## src/rtl/pu_msp430_per_timer_if.sv

```systemverilog
// Peripheral bus bundle between the CPU memory backbone (master) and a peripheral (slave).
interface pu_msp430_per_timer_if;
  logic [13:0] per_addr;
  logic [15:0] per_din;
  logic        per_en;
  logic [1:0]  per_we;
  logic [15:0] per_dout;

  modport master (output per_addr, per_din, per_en, per_we, input per_dout);
  modport slave  (input per_addr, per_din, per_en, per_we, output per_dout);
endinterface

```

## src/rtl/pu_msp430_per_timer.sv

```systemverilog
// 16-bit interval timer on the peripheral bus: CTL/CNT/CMP/STAT, prescaled ticks, compare-match IRQ.
// Reads are combinational in the access cycle; writes take effect at the next mclk edge.
module pu_msp430_per_timer #(
  parameter logic [14:0] BASE_ADDR = 15'h0190
) (
  input  logic                        mclk,
  input  logic                        puc_rst,
  pu_msp430_per_timer_if.slave        bus,
  input  logic                        irq_acc,
  output logic                        irq_tmr
);

  typedef enum logic {IDLE = 1'b0, RUN = 1'b1} state_t;

  localparam logic [11:0] BASE_HI = BASE_ADDR[14:3];

  state_t      state;
  logic        ctl_en, ctl_oneshot, ctl_ie;
  logic [1:0]  ctl_div;
  logic [15:0] cnt, cmp;
  logic        ifg;
  logic [2:0]  presc;

  logic        sel, wr, rd;
  logic [1:0]  reg_off;
  logic        ctl_wr, cnt_wr, cmp_wr, stat_wr;
  logic        tick, match, ifg_set, ifg_clr;
  logic [15:0] cnt_wdat, cmp_wdat, rd_dat;

  assign sel     = bus.per_en & (bus.per_addr[13:2] == BASE_HI);
  assign wr      = sel & (|bus.per_we);
  assign rd      = sel & ~(|bus.per_we);
  assign reg_off = bus.per_addr[1:0];

  assign ctl_wr  = wr & (reg_off == 2'd0);
  assign cnt_wr  = wr & (reg_off == 2'd1);
  assign cmp_wr  = wr & (reg_off == 2'd2);
  assign stat_wr = wr & (reg_off == 2'd3);

  assign cnt_wdat = {bus.per_we[1] ? bus.per_din[15:8] : cnt[15:8],
                     bus.per_we[0] ? bus.per_din[7:0]  : cnt[7:0]};
  assign cmp_wdat = {bus.per_we[1] ? bus.per_din[15:8] : cmp[15:8],
                     bus.per_we[0] ? bus.per_din[7:0]  : cmp[7:0]};

  always_comb begin
    tick = 1'b0;
    case (ctl_div)
      2'd0: tick = 1'b1;
      2'd1: tick = presc[0];
      2'd2: tick = &presc[1:0];
      2'd3: tick = &presc;
      default: tick = 1'b0;
    endcase
  end

  assign match   = (cnt == cmp);
  assign ifg_set = (state == RUN) & tick & match;
  // A match in the same cycle as a clear request keeps the flag set.
  assign ifg_clr = ((stat_wr & bus.per_we[0] & bus.per_din[0]) | irq_acc) & ~ifg_set;

  always_ff @(posedge mclk or posedge puc_rst) begin
    if (puc_rst) begin
      state       <= IDLE;
      ctl_en      <= 1'b0;
      ctl_oneshot <= 1'b0;
      ctl_div     <= 2'd0;
      ctl_ie      <= 1'b0;
      cnt         <= 16'h0000;
      cmp         <= 16'hFFFF;
      ifg         <= 1'b0;
      presc       <= 3'd0;
      irq_tmr     <= 1'b0;
    end else begin
      irq_tmr <= ifg & ctl_ie;

      if (state == RUN) begin
        presc <= presc + 3'd1;
        if (tick) begin
          if (match) begin
            cnt <= 16'h0000;
            if (ctl_oneshot) begin
              ctl_en <= 1'b0;
              state  <= IDLE;
            end
          end else begin
            cnt <= cnt + 16'd1;
          end
        end
      end

      if (ifg_set)      ifg <= 1'b1;
      else if (ifg_clr) ifg <= 1'b0;

      // CPU writes are applied last so they override same-cycle tick updates.
      if (ctl_wr) begin
        presc <= 3'd0;
        if (bus.per_we[0]) begin
          ctl_en      <= bus.per_din[0];
          ctl_oneshot <= bus.per_din[1];
          ctl_div     <= bus.per_din[3:2];
          ctl_ie      <= bus.per_din[4];
          state       <= bus.per_din[0] ? RUN : IDLE;
        end
      end
      if (cnt_wr) begin
        cnt   <= cnt_wdat;
        presc <= 3'd0;
      end
      if (cmp_wr) cmp <= cmp_wdat;
    end
  end

  always_comb begin
    rd_dat = 16'h0000;
    if (rd) begin
      case (reg_off)
        2'd0:    rd_dat = {11'd0, ctl_ie, ctl_div, ctl_oneshot, ctl_en};
        2'd1:    rd_dat = cnt;
        2'd2:    rd_dat = cmp;
        default: rd_dat = {14'd0, (state == RUN), ifg};
      endcase
    end
  end

  assign bus.per_dout = rd_dat;

endmodule

```

## src/flat_wrapper.sv

```systemverilog
// flat-port wrapper written by rule: the top's interface ports become plain ports
module pu_msp430_per_timer_flat 
#(
  parameter logic [14:0] BASE_ADDR = 15'h0190
)
  (mclk, puc_rst, irq_acc, irq_tmr, bus_per_addr, bus_per_din, bus_per_en, bus_per_we, bus_per_dout);
  pu_msp430_per_timer_if bus_i ();
  input  logic mclk;
  input  logic puc_rst;
  input  logic irq_acc;
  output logic irq_tmr;
  input wire logic [$bits(bus_i.per_addr)-1:0] bus_per_addr;
  input wire logic [$bits(bus_i.per_din)-1:0] bus_per_din;
  input wire logic [$bits(bus_i.per_en)-1:0] bus_per_en;
  input wire logic [$bits(bus_i.per_we)-1:0] bus_per_we;
  output wire logic [$bits(bus_i.per_dout)-1:0] bus_per_dout;
  assign bus_i.per_addr = bus_per_addr;
  assign bus_i.per_din = bus_per_din;
  assign bus_i.per_en = bus_per_en;
  assign bus_i.per_we = bus_per_we;
  assign bus_per_dout = bus_i.per_dout;
  pu_msp430_per_timer #(.BASE_ADDR(BASE_ADDR)) u_core (.mclk(mclk), .puc_rst(puc_rst), .bus(bus_i), .irq_acc(irq_acc), .irq_tmr(irq_tmr));
endmodule
```

## config.mk

```make
export PLATFORM = sky130hd
export DESIGN_NAME = pu_msp430_per_timer_flat
export DESIGN_NICKNAME = d
export VERILOG_FILES = /design/src/rtl/pu_msp430_per_timer_if.sv /design/src/rtl/pu_msp430_per_timer.sv /design/src/flat_wrapper.sv
export SDC_FILE = /design/constraint.sdc
export NUM_CORES = 1
export LEC_CHECK = 0
export BUFFER_PORTS_ARGS = -buffer_cell sky130_fd_sc_hd__buf_2
export CORE_ASPECT_RATIO = 0.9
export CORE_MARGIN = 2
export CORE_UTILIZATION = 55
export CTS_BUF_LIST = sky130_fd_sc_hd__clkbuf_16
export CTS_CLUSTER_DIAMETER = 80
export DETAILED_ROUTE_END_ITERATION = 6
export PLACE_DENSITY = 0.79
export SYNTH_ARGS = -nofsm -noshare
export SYNTH_HDL_FRONTEND = slang
export SYNTH_SLANG_ARGS = --single-unit
```

## constraint.sdc

```tcl
create_clock -name mclk -period 2.45 [get_ports mclk]
set_input_delay 0.49 -clock mclk [delete_from_list [all_inputs] [get_ports mclk]]
set_output_delay 0.49 -clock mclk [all_outputs]
set_load 0.02 [all_outputs]
```

* After elaboration in Yosys (flattened, before gate mapping)
Index checks and enable logic that the tools add are counted.
Operators by class: $add $sub $neg 2, equality and inequality tests 10, mux-type cells 27, bitwise operators 16, reductions and logical operators 14
Operators with widths (count):
- $mux W16 | 5
- $pmux W16 S3 | 1
- $add A16 B1 Y16 const B | 1
- $eq A16 B16 Y1 | 1
- $mux W8 | 2
- $mux W1 | 15
- $and A1 B1 Y1 | 13
- $eq A12 B6 Y1 const B | 1
- $mux W3 | 3
- $reduce_and A3 Y1 | 3
- $eq A2 B2 Y1 const B | 4
- $reduce_and A2 Y1 | 4
- $reduce_bool A2 Y1 | 3
- $eq A2 B1 Y1 const B | 2
- $logic_not A2 Y1 | 2
- $ne A2 B2 Y1 const B | 2
- $pmux W1 S4 | 1
- $add A3 B1 Y3 const B | 1
- $reduce_bool A3 Y1 | 1
- $not A1 Y1 | 2
- $reduce_or A2 Y1 | 1
- $or A1 B1 Y1 | 1
Word-level totals: bits in registers 43, input bits 36, output and inout bits 17

* Depth between registers and ports, before layout
depth after elaboration 10, gate-level depth with buffers 10, gate-level depth less buffers 8

* Worst setup path after synthesis
No wires, ideal clock.
path type input port to output port, start in bus_per_addr[10], end out bus_per_dout[10], data arrival time 1.714 ns, data required time 1.960 ns, slack 0.246 ns, stages 6, path buffers 2, path through nor4b_1 and4b_1 buf_4 nand2_1 clkbuf_1 nor2_1
Between the ends: word-level cells in the longest chain between the ends 4
Ends and longest elaborated chain:
- from (decl) | RTL line flat_wrapper.sv:12 | input wire logic [$bits(bus_i.per_addr)-1:0] bus_per_addr;
- $eq A12 B6 Y1 | RTL line pu_msp430_per_timer.sv:30 | assign sel = bus.per_en & (bus.per_addr[13:2] == BASE_HI);
- $and A1 B1 Y1 | RTL line pu_msp430_per_timer.sv:30
- $and A1 B1 Y1 | RTL line pu_msp430_per_timer.sv:32 | assign rd = sel & ~(|bus.per_we);
- $mux W16 | RTL line pu_msp430_per_timer.sv:115 | if (rd) begin
- to (decl) | RTL line flat_wrapper.sv:16 | output wire logic [$bits(bus_i.per_dout)-1:0] bus_per_dout;
No other way between the ends.

* Final worst setup path
start in bus_per_addr[1], end out bus_per_dout[15]
Between the ends: word-level cells in the longest chain between the ends 3
Ends and longest elaborated chain:
- $eq A2 B2 Y1, or another cell as far along | RTL line pu_msp430_per_timer.sv:116 | case (reg_off)
- $pmux W16 S3 (*) | RTL line pu_msp430_per_timer.sv:116
- $mux W16 (*) | RTL line pu_msp430_per_timer.sv:115
Every way passes the cells marked *; elsewhere a longest branch is shown, timed or not.

==> impl_metrics.env <==
export IMPL_clk_pin_slew_ns=0.06
export IMPL_required_ns=1.96
export IMPL_netlist_area_leader_share_pct=24.5
export IMPL_firstDrtPassIters=5
export IMPL_power_density_nw_per_um2=449
export IMPL_diodes=0
export IMPL_synth_nets=330
export IMPL_timing_final_crit_share_pct=93.2
export IMPL_clkPwrFrac_pct=43.9
export IMPL_yosysSeqAreaShare_pct=39.7
export IMPL_syn_instance_count=291
export IMPL_layout_drive_gt1_share_pct=34.7
export IMPL_cts_root_buf="clkbuf_16"
export IMPL_synthFlopType="dfrtp_1"
export IMPL_antenna_found_initial=0
export IMPL_dp_hpwl_um=5200
export IMPL_critPathKind="input pin to primary output"
export IMPL_synthesis_area_um2=2760
export IMPL_vias=2529
export IMPL_synth_seq_cells=43
export IMPL_finalSetupTns_ns=0
export IMPL_setup_worst_path_start_class="input pin"
export IMPL_hp_class="input pin to async pin"
export IMPL_yosys_warnings=0
export IMPL_switching_share_pct=22.6
export IMPL_core_area_um2=4830
export IMPL_end_kind="primary output"
export IMPL_nets=381
export IMPL_start_util_pct=57.1
export IMPL_synth_edf_count=0
export IMPL_power_share_combinational_pct=6.8
export IMPL_cts_tree="built"
export IMPL_slew_headroom_pct=59.6
export IMPL_cts_buffers_inserted=5
export IMPL_internal_power_uw=1120
export IMPL_worstMarginPinSlew_ns=0.601
export IMPL_arrival_ns=1.79
export IMPL_place_congestion=0.899
export IMPL_placed_area_um2=3090
export IMPL_clkSinkCount=43
export IMPL_grt_start_max_net_pins=44
export IMPL_totalWireLength_um=7090
export IMPL_yosysTopAreaCell="dfrtp_1"
export IMPL_grt_overflow=0
export IMPL_numPortBuffers=52
export IMPL_seqPwrFrac_pct=49.3
export IMPL_drc=0
export IMPL_path_max_fanout=10
export IMPL_grt_first_pass_wirelength_um=11400
export IMPL_syn_avg_cell_area_um2=9.49
export IMPL_finalHoldViolations=0
export IMPL_grt_pass1_vias=2239
export IMPL_drtAntennaViolNets=0
export IMPL_period_needed_ns=2.28
export IMPL_async_reset_ff_share_pct=100
export IMPL_slew_violations=0
export IMPL_fmax_mhz=438
export IMPL_wl_per_cell_um=17.4
export IMPL_die_w_um=78.7
export IMPL_area_growth_pct=17.0
export IMPL_cts_path_max_buffers=2
export IMPL_clk_latency_ns=0.28
export IMPL_vias_per_cell=6.20
export IMPL_htreeDepth=2
export IMPL_peakVddDrop_v=0.000371
export IMPL_synthTopCellsByArea="dfrtp_1 (24%), dfstp_2 (15%), mux2_2 (7.7%), xnor2_1 (5.4%), nor2_1 (4.5%)"
export IMPL_fin_area_um2=3230
export IMPL_synth_distinct_cells=51
export IMPL_status="complete, no violations"
export IMPL_die_y_um=71.2
export IMPL_grt_usage_pct=26.3
export IMPL_setup_viol=0
export IMPL_maxCapViolCount=0
export IMPL_reg2reg_from="u_core.presc[0]"
export IMPL_drtIter0Drc=387
export IMPL_rsz0062_at_grt="false"
export IMPL_switchingPower_uw=328
export IMPL_die_area_um2=5600
export IMPL_skew_ns=0.00472
export IMPL_leakagePower_uw=0.00142
export IMPL_rows=24
export IMPL_io_pins=53
export IMPL_critPathLaunch="bus_per_addr[1]"
logic make-up (layout without fill, tap and decap cells):
kind of cell    Yosys count  count (layout)  synth area share, %
buf+inv                  33              85                 5.94
simple gates            110             110                 20.7
flops                    43              43                 39.7
compound gates           58              58                 15.4
xor+xnor                 17              17                 5.39
mux                      27              27                 11.6
fa+ha+maj                 3               3                 1.36
state kept, by name, summed over array words and instances, names as in the netlist:
register and cells:
u_core.ctl_oneshot 1, u_core.cmp 16, u_core.ctl_en 1, u_core.presc 3, u_core.state 1, u_core.ctl_div 2, u_core.cnt 16, u_core.ifg 1
u_core.ctl_ie 1, u_core.irq_tmr 1
cell usage in the layout (no fill, tap or decap), types with 11 or more instances in the layout:
cell	synthesis	routed
mux2_2	19	19
nand2_1	20	19
a22oi_1	15	15
o21ai_0	11	11
dfstp_2	16	16
dfrtp_1	27	27
buf_4	3	15
inv_1	10	11
nor2_1	33	33
xnor2_1	17	17
buf_2	4	52
power groups by stage:
stage	Clock, µW	Sequential (µW)	Combinational [µW]
floorplan	0	727	52.7
global placement	0	727	96.1
detailed placement	0	728	98.1
CTS	643	716	99.0
global route	667	716	109
finish	637	716	98.9
Yosys cell counts (all sizes together), types with 3 or more instances:
| cell type | count |
|---|---|
| mux2i | 6 |
| a22o | 3 |
| o21ai | 11 |
| mux2 | 19 |
| a21oi | 8 |
| and3 | 8 |
| and2 | 4 |
| nor2 | 33 |
| or3 | 3 |
| xnor2 | 17 |
| nor3 | 9 |
| dfrtp | 27 |
| nand3 | 9 |
| a221oi | 3 |
| ha | 3 |
| nand4 | 7 |
| inv | 10 |
| buf | 10 |
| a22oi | 15 |
| dfstp | 16 |
| clkbuf | 13 |
| nand2 | 20 |
| nor4 | 4 |
metrics by stage:
step / hold slack (ns) / cells / total power, µW / setup slack [ns] / utilization [%]
floorplan: 0.470 / 291 / 780 / 0.246 / -
global placement: 0.489 / 400 / 824 / 0.148 / 63.9
finish: 0.336 / 408 / 1450 / 0.166 / 66.8
CTS: 0.359 / 408 / 1460 / 0.118 / 66.7
detailed placement: 0.500 / 400 / 826 / 0.0966 / 63.9
global route: 0.386 / 408 / 1490 / 0.0349 / 66.8
what timing repair did:
action	CTS	global route
hold buffers	0	0
buffers inserted	0	0
resized for setup	0	2
endpoints found under the setup margin	0	11
critical path, cell delays in order:
cell and delay (ns):
buf_2 0.24, nor2b_1 0.42, buf_4 0.24, a22oi_1 0.08, nor2_1 0.13, buf_2 0.19
layout make-up:
type	count	area, µm²
Clock buffer	5	125
Timing Repair Buffer	67	373
Clock inverter	3	11.3
Sequential cell	43	1100
Inverter	10	37.5
Fill cell	401	1600
Tap cell	65	81.3
Multi-Input combinational cell	215	1510
final timing paths:
kind                                     to  slack (ns)  depth (start not counted)
max in group asynchronous    u_core.cmp[15]        1.73                          3
min in group mclk            u_core.cnt[12]        0.44                          3
hold reg to reg               u_core.cmp[0]        0.51                          2
setup / recovery           bus_per_dout[15]        0.17                          6
hold / removal              u_core.presc[1]        0.34                          3
setup reg to reg              u_core.cnt[9]        0.18                          8
per-layer routing:
| layer | vias to the layer above | global-route usage, % | routed length, µm |
|---|---|---|---|
| li1 | 1152 | - | - |
| met1 | 1214 | 40.7 | 3210 |
| met2 | 147 | 36.8 | 3130 |
| met3 | 16 | 5.29 | 620 |
| met4 | 0 | 9.16 | 123 |
| met5 | - | 0 | 0 |
Power figures use the tool's default switching activity.
